--- config.mk ---
export PLATFORM = sky130hd
export DESIGN_NAME = mac_seq_ctrl_flat
export DESIGN_NICKNAME = d
export VERILOG_FILES = /design/src/rtl/mac_seq_ctrl_if.sv /design/src/rtl/mac_seq_ctrl.sv /design/src/flat_wrapper.sv
export SDC_FILE = /design/constraint.sdc
export NUM_CORES = 1
export LEC_CHECK = 0
export ABC_AREA = 0
export BUFFER_PORTS_ARGS = -buffer_cell sky130_fd_sc_hd__buf_2
export CAP_MARGIN = 10
export CORE_UTILIZATION = 52
export CTS_BUF_LIST = sky130_fd_sc_hd__clkbuf_4 sky130_fd_sc_hd__clkbuf_8 sky130_fd_sc_hd__clkbuf_16
export DETAILED_ROUTE_END_ITERATION = 10
export GPL_TIMING_DRIVEN = 0
export HOLD_SLACK_MARGIN = 0.12
export PLACE_DENSITY = 0.85
export SLEW_MARGIN = 10
export SYNTH_ARGS = -nofsm -noshare
export SYNTH_HDL_FRONTEND = slang
export SYNTH_SLANG_ARGS = --single-unit
--- constraint.sdc ---
create_clock -name clk -period 4.9 [get_ports clk]
set_clock_uncertainty 0.05 [all_clocks]
set_input_delay 0 -clock clk [delete_from_list [all_inputs] [get_ports clk]]
set_output_delay 0 -clock clk [all_outputs]
set_load 0.02 [all_outputs]
--- src/rtl/mac_seq_ctrl_if.sv ---
// Scheduler/buffer/MAC-side bundle of the MAC job sequencer.
// slave: sequencer side; master: scheduler, buffers and MAC side.
interface mac_seq_ctrl_if #(
  parameter int DATA_W = 8,
  parameter int ACC_W  = 24,
  parameter int ADDR_W = 8,
  parameter int LEN_W  = 9
);
  logic              start;
  logic [LEN_W-1:0]  len;
  logic [ADDR_W-1:0] act_base;
  logic [ADDR_W-1:0] w_base;
  logic              busy;
  logic              done;
  logic [ACC_W-1:0]  result;
  logic              rd_en;
  logic [ADDR_W-1:0] act_addr;
  logic [ADDR_W-1:0] w_addr;
  logic [DATA_W-1:0] act_data;
  logic [DATA_W-1:0] w_data;
  logic              mac_rst;
  logic [DATA_W-1:0] mac_a;
  logic [DATA_W-1:0] mac_b;
  logic [ACC_W-1:0]  mac_out;

  modport slave (
    input  start, len, act_base, w_base,
    input  act_data, w_data, mac_out,
    output busy, done, result,
    output rd_en, act_addr, w_addr,
    output mac_rst, mac_a, mac_b
  );

  modport master (
    output start, len, act_base, w_base,
    output act_data, w_data, mac_out,
    input  busy, done, result,
    input  rd_en, act_addr, w_addr,
    input  mac_rst, mac_a, mac_b
  );
endinterface

--- src/rtl/mac_seq_ctrl.sv ---
// MAC job sequencer: clears the MAC, streams len operand pairs, captures result.
// Ports: clk, reset (sync, active-high), bus (mac_seq_ctrl_if.slave).
module mac_seq_ctrl #(
  parameter int DATA_W = 8,
  parameter int ACC_W  = 24,
  parameter int ADDR_W = 8,
  parameter int LEN_W  = 9
) (
  input logic           clk,
  input logic           reset,
  mac_seq_ctrl_if.slave bus
);

  typedef enum logic [2:0] {
    S_IDLE,
    S_CLEAR,
    S_RUN,
    S_DRAIN,
    S_DONE
  } state_t;

  state_t            state_q, state_d;
  logic [LEN_W-1:0]  k_q, k_d;
  logic [LEN_W-1:0]  len_q, len_d;
  logic [ADDR_W-1:0] ab_q, ab_d;
  logic [ADDR_W-1:0] wb_q, wb_d;
  logic [ACC_W-1:0]  res_q, res_d;
  logic              done_q, done_d;
  logic              vld_q;
  logic              rd_en;

  always_ff @(posedge clk) begin
    if (reset) begin
      state_q <= S_IDLE;
      k_q     <= '0;
      len_q   <= '0;
      ab_q    <= '0;
      wb_q    <= '0;
      res_q   <= '0;
      done_q  <= 1'b0;
      vld_q   <= 1'b0;
    end else begin
      state_q <= state_d;
      k_q     <= k_d;
      len_q   <= len_d;
      ab_q    <= ab_d;
      wb_q    <= wb_d;
      res_q   <= res_d;
      done_q  <= done_d;
      vld_q   <= rd_en;
    end
  end

  always_comb begin
    state_d = state_q;
    k_d     = k_q;
    len_d   = len_q;
    ab_d    = ab_q;
    wb_d    = wb_q;
    res_d   = res_q;
    done_d  = 1'b0;
    rd_en   = 1'b0;
    unique case (state_q)
      S_IDLE: begin
        if (bus.start) begin
          if (bus.len != '0) begin
            len_d   = bus.len;
            ab_d    = bus.act_base;
            wb_d    = bus.w_base;
            k_d     = '0;
            state_d = S_CLEAR;
          end else begin
            // Empty job completes at once with a zero sum.
            done_d = 1'b1;
            res_d  = '0;
          end
        end
      end
      S_CLEAR: begin
        rd_en   = 1'b1;
        k_d     = LEN_W'(1);
        state_d = (len_q > LEN_W'(1)) ? S_RUN : S_DRAIN;
      end
      S_RUN: begin
        rd_en = 1'b1;
        k_d   = k_q + LEN_W'(1);
        if (k_q == len_q - LEN_W'(1)) begin
          state_d = S_DRAIN;
        end
      end
      S_DRAIN: begin
        state_d = S_DONE;
      end
      S_DONE: begin
        res_d   = bus.mac_out;
        done_d  = 1'b1;
        state_d = S_IDLE;
      end
      default: begin
        state_d = S_IDLE;
      end
    endcase
  end

  // k is 0 in CLEAR, so the index is simply the low bits of k.
  assign bus.act_addr = ab_q + k_q[ADDR_W-1:0];
  assign bus.w_addr   = wb_q + k_q[ADDR_W-1:0];
  assign bus.rd_en    = rd_en;
  assign bus.busy     = (state_q != S_IDLE);
  assign bus.done     = done_q;
  assign bus.result   = res_q;
  assign bus.mac_rst  = reset | (state_q == S_CLEAR);

  // Read data is valid one cycle after the strobe; feed zeros otherwise.
  assign bus.mac_a = vld_q ? bus.act_data : {DATA_W{1'b0}};
  assign bus.mac_b = vld_q ? bus.w_data : {DATA_W{1'b0}};

endmodule

--- src/flat_wrapper.sv ---
// flat-port wrapper written by rule: the top's interface ports become plain ports
module mac_seq_ctrl_flat 
#(
  parameter int DATA_W = 8,
  parameter int ACC_W  = 24,
  parameter int ADDR_W = 8,
  parameter int LEN_W  = 9
)
  (clk, reset, bus_start, bus_len, bus_act_base, bus_w_base, bus_act_data, bus_w_data, bus_mac_out, bus_busy, bus_done, bus_result, bus_rd_en, bus_act_addr, bus_w_addr, bus_mac_rst, bus_mac_a, bus_mac_b);
  mac_seq_ctrl_if #(.DATA_W(DATA_W), .ACC_W(ACC_W), .ADDR_W(ADDR_W), .LEN_W(LEN_W)) bus_i ();
  input logic clk;
  input logic reset;
  input wire logic [$bits(bus_i.start)-1:0] bus_start;
  input wire logic [$bits(bus_i.len)-1:0] bus_len;
  input wire logic [$bits(bus_i.act_base)-1:0] bus_act_base;
  input wire logic [$bits(bus_i.w_base)-1:0] bus_w_base;
  input wire logic [$bits(bus_i.act_data)-1:0] bus_act_data;
  input wire logic [$bits(bus_i.w_data)-1:0] bus_w_data;
  input wire logic [$bits(bus_i.mac_out)-1:0] bus_mac_out;
  output wire logic [$bits(bus_i.busy)-1:0] bus_busy;
  output wire logic [$bits(bus_i.done)-1:0] bus_done;
  output wire logic [$bits(bus_i.result)-1:0] bus_result;
  output wire logic [$bits(bus_i.rd_en)-1:0] bus_rd_en;
  output wire logic [$bits(bus_i.act_addr)-1:0] bus_act_addr;
  output wire logic [$bits(bus_i.w_addr)-1:0] bus_w_addr;
  output wire logic [$bits(bus_i.mac_rst)-1:0] bus_mac_rst;
  output wire logic [$bits(bus_i.mac_a)-1:0] bus_mac_a;
  output wire logic [$bits(bus_i.mac_b)-1:0] bus_mac_b;
  assign bus_i.start = bus_start;
  assign bus_i.len = bus_len;
  assign bus_i.act_base = bus_act_base;
  assign bus_i.w_base = bus_w_base;
  assign bus_i.act_data = bus_act_data;
  assign bus_i.w_data = bus_w_data;
  assign bus_i.mac_out = bus_mac_out;
  assign bus_busy = bus_i.busy;
  assign bus_done = bus_i.done;
  assign bus_result = bus_i.result;
  assign bus_rd_en = bus_i.rd_en;
  assign bus_act_addr = bus_i.act_addr;
  assign bus_w_addr = bus_i.w_addr;
  assign bus_mac_rst = bus_i.mac_rst;
  assign bus_mac_a = bus_i.mac_a;
  assign bus_mac_b = bus_i.mac_b;
  mac_seq_ctrl #(.DATA_W(DATA_W), .ACC_W(ACC_W), .ADDR_W(ADDR_W), .LEN_W(LEN_W)) u_core (.clk(clk), .reset(reset), .bus(bus_i));
endmodule
==> results of run 1 <==
## final timing paths
| path | cells after the start | slack (ns) | start | endpoint |
|---|---|---|---|---|
| hold reg to reg | 2 | 0.41 | u_core.wb_q[6] | u_core.wb_q[6] |
| setup / recovery | 7 | 2.34 | u_core.k_q[1] | bus_act_addr[7] |
| hold / removal | 4 | 0.14 | reset | u_core.state_q[0] |
| setup reg to reg | 5 | 2.61 | u_core.state_q[2] | u_core.bus.result[22] |
## registers in the layout, summed over array words and instances (netlist names)
signal	count
u_core.ab_q	8
u_core.bus.done	1
u_core.bus.result	24
u_core.k_q	9
u_core.len_q	9
u_core.state_q	3
u_core.vld_q	1
u_core.wb_q	8
## cell type report
| class | count | share of cell area |
|---|---|---|
| multi-input cells | 275 | 0.384 |
| well taps | 75 | 0.0202 |
| flip-flops and latches | 63 | 0.271 |
| plain buffers | 22 | 0.0207 |
| clock buffers | 9 | 0.0266 |
| inverters | 14 | 0.0113 |
| repair buffers | 177 | 0.245 |
| clock inverters | 7 | 0.0207 |
## logic make-up after synthesis
logic type,after synthesis,synth area share
AOI/OAI and AO/OA,81,0.169
xor gates and xnor gates,35,0.0984
adders and majority gates,19,0.0792
buffers and inverters,36,0.0466
DFF,63,0.395
muxes,1,0.00313
and+or+nand+nor,139,0.208
## metal layers
layer,track usage,vias up,routed length (um)
met1,0.347,1539,3770
met4,0.0982,0,138
met2,0.520,126,4750
met5,0,-,0
li1,-,1668,-
met3,0.0898,18,619
## critical path, cell delays in order (launching register included)
cell and delay, ns:
dfxtp_1 0.55, ha_1 0.32, a21o_1 0.17, a21oi_1 0.21
o21ai_0 0.18, o41ai_1 0.38, xnor2_1 0.17, buf_2 0.18
## stage by stage
stage,util,hold slack (ns)
floorplan,-,0.0757
global placement,0.662,0.160
detailed placement,0.662,0.165
CTS,0.785,0.149
global route,0.785,0.200
finish,0.785,0.141
## Yosys cell counts (2+ instances only)
cell type / count / area share
a21o_1: 6 / 0.014
a21oi_1: 37 / 0.058
a22o_1: 24 / 0.066
a31oi_1: 2 / 0.0039
and2_1: 16 / 0.031
and3_1: 3 / 0.0059
buf_2: 4 / 0.0063
clkbuf_1: 16 / 0.019
dfxtp_1: 63 / 0.39
fa_1: 2 / 0.013
ha_1: 17 / 0.067
inv_1: 14 / 0.016
nand2_1: 61 / 0.072
nand2b_1: 2 / 0.0039
nand4_1: 6 / 0.012
nor2_1: 25 / 0.029
nor3_1: 9 / 0.014
nor4_1: 7 / 0.014
nor4b_1: 2 / 0.0055
o21ai_0: 4 / 0.0063
o41ai_1: 2 / 0.0055
xnor2_1: 22 / 0.060
xor2_1: 12 / 0.033
## power by group through the flow
stage	Combinational (mW)	Clock [mW]	Sequential [mW]
after floorplan	0.544	0	0.644
after global placement	0.733	0	0.648
after detailed placement	0.754	0	0.651
after CTS	0.790	0.501	0.640
after global routing	0.884	0.527	0.651
final	0.802	0.502	0.643
==> flow_summary.json, run 1 <==
{
  "clock_latency_ns": 0.34,
  "p_clk_frac": 0.258,
  "grt.overflow.total": 0,
  "chipHeight_um": 80.4,
  "cts_max_level": 3,
  "status": "finished, final reports clean",
  "dp_hpwl_mm": 5.90,
  "multiInputGateArea_um2": 1780,
  "tns_ns": 0,
  "p_int_mw": 1.18,
  "crit_type": "reg -> out",
  "path_clk_slew_ns": 0.07,
  "fp-row-count": 28,
  "max_slew_margin": 0.405,
  "final_cell_mix": "130 x buf_2, 63 x dfxtp_1, 61 x nand2_1, 51 x dlygate4sd3_1, 37 x a21oi_1",
  "drt_iter0_drc": 219,
  "clkSinkCount": 63,
  "comb_power_share": 0.412,
  "swShare": 0.392,
  "fin_crit_sh": 0.522,
  "holdBufCountCts": 51,
  "root_buffer": "clkbuf_8",
  "synthArstFlopShare": 0,
  "yosysSeqAreaShare": 0.395,
  "regArea_um2": 1260,
  "slew_violations": 0,
  "netlist_area_um2": 3190,
  "antenna_found_initial": 0,
  "p_sw_uw": 763,
  "ys_warn_count": 0,
  "crit_required_ns": 4.85,
  "ios": 128,
  "synthCells": 374,
  "yosys_register_bits": 63,
  "grt_pass1_wl_mm": 14.7,
  "dieWidth_um": 80.4,
  "fill_cells": 380,
  "grt_pass1_vias": 3292,
  "cts_buffer_depth": 2,
  "setup_viol": 0,
  "drcViolationCount": 0,
  "cp_max_fo": 8,
  "max_cap_viol_count": 0,
  "avgSynthCellArea_um2": 8.54,
  "min_path_type": "in -> reg",
  "cts_resized": 0,
  "nets": 649,
  "pwr-share-seq": 0.330,
  "irDropWorstVdd_mv": 0.296,
  "drt_wl_total_mm": 9.28,
  "drtPass1Iterations": 4,
  "cp-start-kind": "flop",
  "grt_setup_unrepaired": "false",
  "io_buffers": 126,
  "cp-end-kind": "output port",
  "synth_cell_types": 41,
  "grt_max_degree": 13,
  "p_leak_nw": 2.21,
  "gp_congestion": 0.871,
  "vias": 3351,
  "synth_nets": 461,
  "cts_buffers": 9,
  "design_area_um2": 4650,
  "detail_route.wl_per_cell_um": 14.5,
  "dominantRegCellSynth": "dfxtp_1",
  "pre_cts_slack_ns": 2.70,
  "initial_utilization": 0.539,
  "dpl_cell_area_um2": 3920,
  "drive_above_1_share": 0.270,
  "hold_viol": 0,
  "final_common_cell": "buf_2",
  "layoutNonFillerInstCount": 642,
  "worst_pin_slew_ns": 0.885,
  "postCtsSetupBuffers": 0,
  "fin_ws_ns": 2.34,
  "via_per_inst": 5.22,
  "grt.total_usage": 0.299,
  "ant_nets": 0,
  "die_area_um2": 6460,
  "finalPower_mw": 1.95,
  "placed_cells": 575,
  "powerDensity_nw_per_um2": 419,
  "cts_tree": "done",
  "fin_crit_ns": 2.56,
  "num_antenna_cells": 0,
  "syn2layout_area_growth_pct": 45.6,
  "max_freq_mhz": 391,
  "synth_edf_count": 0,
  "core-area_um2": 5920,
  "arrival_ns": 2.51
}
Note: power is estimated with default switching activity, not from simulation.
==> inputs of run 2 (changes only) <==
--- a/config.mk
+++ b/config.mk
@@ -8,12 +8,12 @@
 export ABC_AREA = 0
 export BUFFER_PORTS_ARGS = -buffer_cell sky130_fd_sc_hd__buf_2
 export CAP_MARGIN = 10
-export CORE_UTILIZATION = 52
+export CORE_UTILIZATION = 44
 export CTS_BUF_LIST = sky130_fd_sc_hd__clkbuf_4 sky130_fd_sc_hd__clkbuf_8 sky130_fd_sc_hd__clkbuf_16
 export DETAILED_ROUTE_END_ITERATION = 10
 export GPL_TIMING_DRIVEN = 0
 export HOLD_SLACK_MARGIN = 0.12
-export PLACE_DENSITY = 0.85
+export PLACE_DENSITY = 0.77
 export SLEW_MARGIN = 10
 export SYNTH_ARGS = -nofsm -noshare
 export SYNTH_HDL_FRONTEND = slang
==> constraint.sdc (replaced) <==
create_clock -name clk -period 2.2 [get_ports clk]
set_clock_uncertainty 0.05 [all_clocks]
set_input_delay 0 -clock clk [delete_from_list [all_inputs] [get_ports clk]]
set_output_delay 0 -clock clk [all_outputs]
set_load 0.02 [all_outputs]
==> run 2 against run 1 <==
Total power rose by 120%. Via count fell by 0.18%. Core utilization fell by 9.1 points. Hold slack improved by 0.058 ns. Routed wire length fell by 3.5%. Sequential power rose by 120%. Cell count rose by 3.7%. Combinational power rose by 130%. Worst setup slack got worse by 2.3 ns. Clock power rose by 78%. First-iteration DRC count fell by 16%.
==> flow_summary.json, run 2 (synthesized netlist as in run 1, its figures left out) <==
{
  "status": "finished, final reports clean",
  "via_per_inst": 5.02,
  "cts_buffer_depth": 2,
  "final_common_cell": "buf_2",
  "grt_max_degree": 12,
  "root_buffer": "clkbuf_8",
  "num_antenna_cells": 0,
  "grt_setup_unrepaired": "true",
  "drtPass1Iterations": 6,
  "slew_violations": 0,
  "hold_path_depth": 4,
  "reg2reg_depth": 7,
  "clkSinkCount": 63,
  "crit_required_ns": 2.15,
  "grt.total_usage": 0.242,
  "gp_congestion": 0.823,
  "min_path_type": "in -> reg",
  "drcViolationCount": 0,
  "nets": 652,
  "crit_path_cell_trace": "ha_4 > inv_2 > fa_2 > inv_2 > a21o_1 > a21oi_2 > o21bai_1 > a21oi_1 > xnor2_1 > buf_4",
  "drive_above_1_share": 0.318,
  "setup_viol": 0,
  "io_buffers": 126,
  "irDropWorstVdd_mv": 0.506,
  "core-area_um2": 6910,
  "fin_hold_ws_ns": 0.199,
  "max_cap_viol_count": 0,
  "tns_ns": 0,
  "cts_max_level": 3,
  "cp-start-kind": "flop",
  "ant_nets": 0,
  "critPathTopFamily": "adder cells",
  "fin_crit_sh": 0.972,
  "max_slew_margin": 0.640,
  "clock_latency_ns": 0.33,
  "syn2layout_area_growth_pct": 50.1,
  "critPathBufInv": 3,
  "cp_max_fo": 6,
  "crit_type": "reg -> out",
  "fin_crit_ns": 2.14,
  "dieWidth_um": 87.2,
  "cp_common_cell": "inv_2",
  "powerDensity_nw_per_um2": 875,
  "cp_slowest_stage_delay_ns": 0.41,
  "worst_pin_slew_ns": 0.536,
  "p_leak_nw": 2.25,
  "drt_wl_total_mm": 8.96,
  "cts_tree": "done",
  "antenna_found_initial": 0,
  "critical_path_depth": 10,
  "vias": 3345,
  "arrival_ns": 2.09,
  "grt_pass1_wl_mm": 14.4,
  "dp_hpwl_mm": 6.00,
  "initial_utilization": 0.462,
  "grt.overflow.total": 0,
  "slowest_stage": "dfxtp_4",
  "die_area_um2": 7600,
  "detail_route.wl_per_cell_um": 13.5,
  "final_cell_mix": "124 x buf_2, 61 x nand2_1, 61 x dfxtp_1, 51 x dlygate4sd3_1, 33 x a21oi_1",
  "drt_iter0_drc": 185,
  "path_clk_slew_ns": 0.07,
  "hold_viol": 0,
  "largest_register_ffs": 24,
  "cts_buffers": 9,
  "chipHeight_um": 87.2,
  "cp-end-kind": "output port",
  "max_freq_mhz": 467,
  "grt_pass1_vias": 3145,
  "fp-row-count": 30,
  "ios": 128
}
[run 2: metrics by stage]
stage	cells	utilization	power (mW)	area, um2	setup WS [ns]
detailed placement	596	0.571	3.14	3940	-0.0644
CTS	665	0.680	4.14	4700	0.00515
floorplan	374	-	2.65	3190	0.234
global route	666	0.694	4.48	4790	-0.0739
finish	666	0.694	4.19	4790	0.0607
global placement	596	0.571	3.09	3940	0.0610
[run 2: worst min-delay path: stages]
cell      delay (ns)
clkbuf_1        0.33
a211oi_1        0.10
nand2_1         0.07
a31oi_1         0.04
[run 2: layout make-up]
cell class / count / area [um2]
buffer: 21 / 105
clock buffer: 11 / 145
clock inverter: 5 / 33.8
fill: 534 / 2110
inverter: 14 / 52.6
multi-input combinational: 275 / 1890
sequential: 63 / 1270
tap: 96 / 120
timing repair buffer: 181 / 1180
[run 2: routing by layer]
metal	track usage	wire length, um	up-vias
li1	-	-	1671
met1	0.306	3950	1560
met2	0.412	4460	105
met3	0.0474	471	9
met4	0.0849	75	0
met5	0	0	-
[run 2: final timing paths]
| path | endpoint | slack (ns) | start |
|---|---|---|---|
| worst max register to register | u_core.state_q[0] | 0.10 | u_core.len_q[2] |
| worst min-delay path | u_core.state_q[0] | 0.20 | reset |
| worst min register to register | u_core.ab_q[4] | 0.42 | u_core.ab_q[4] |
| worst max-delay path | bus_act_addr[6] | 0.06 | u_core.k_q[0] |
[run 2: power breakdown]
| part | switching [mW] | internal, mW |
|---|---|---|
| Clock | 0.446 | 0.449 |
| Combinational | 1.09 | 0.760 |
| Sequential | 0.149 | 1.30 |
[run 2: what timing repair did]
| item | in CTS | in global routing |
|---|---|---|
| gates resized for setup | 16 | 30 |
| endpoints found under the hold margin | 50 | 0 |
| buffers inserted | 2 | 2 |
| endpoints found under the setup margin | 9 | 44 |
| hold buffers | 51 | 0 |
| pin swaps | 1 | 9 |
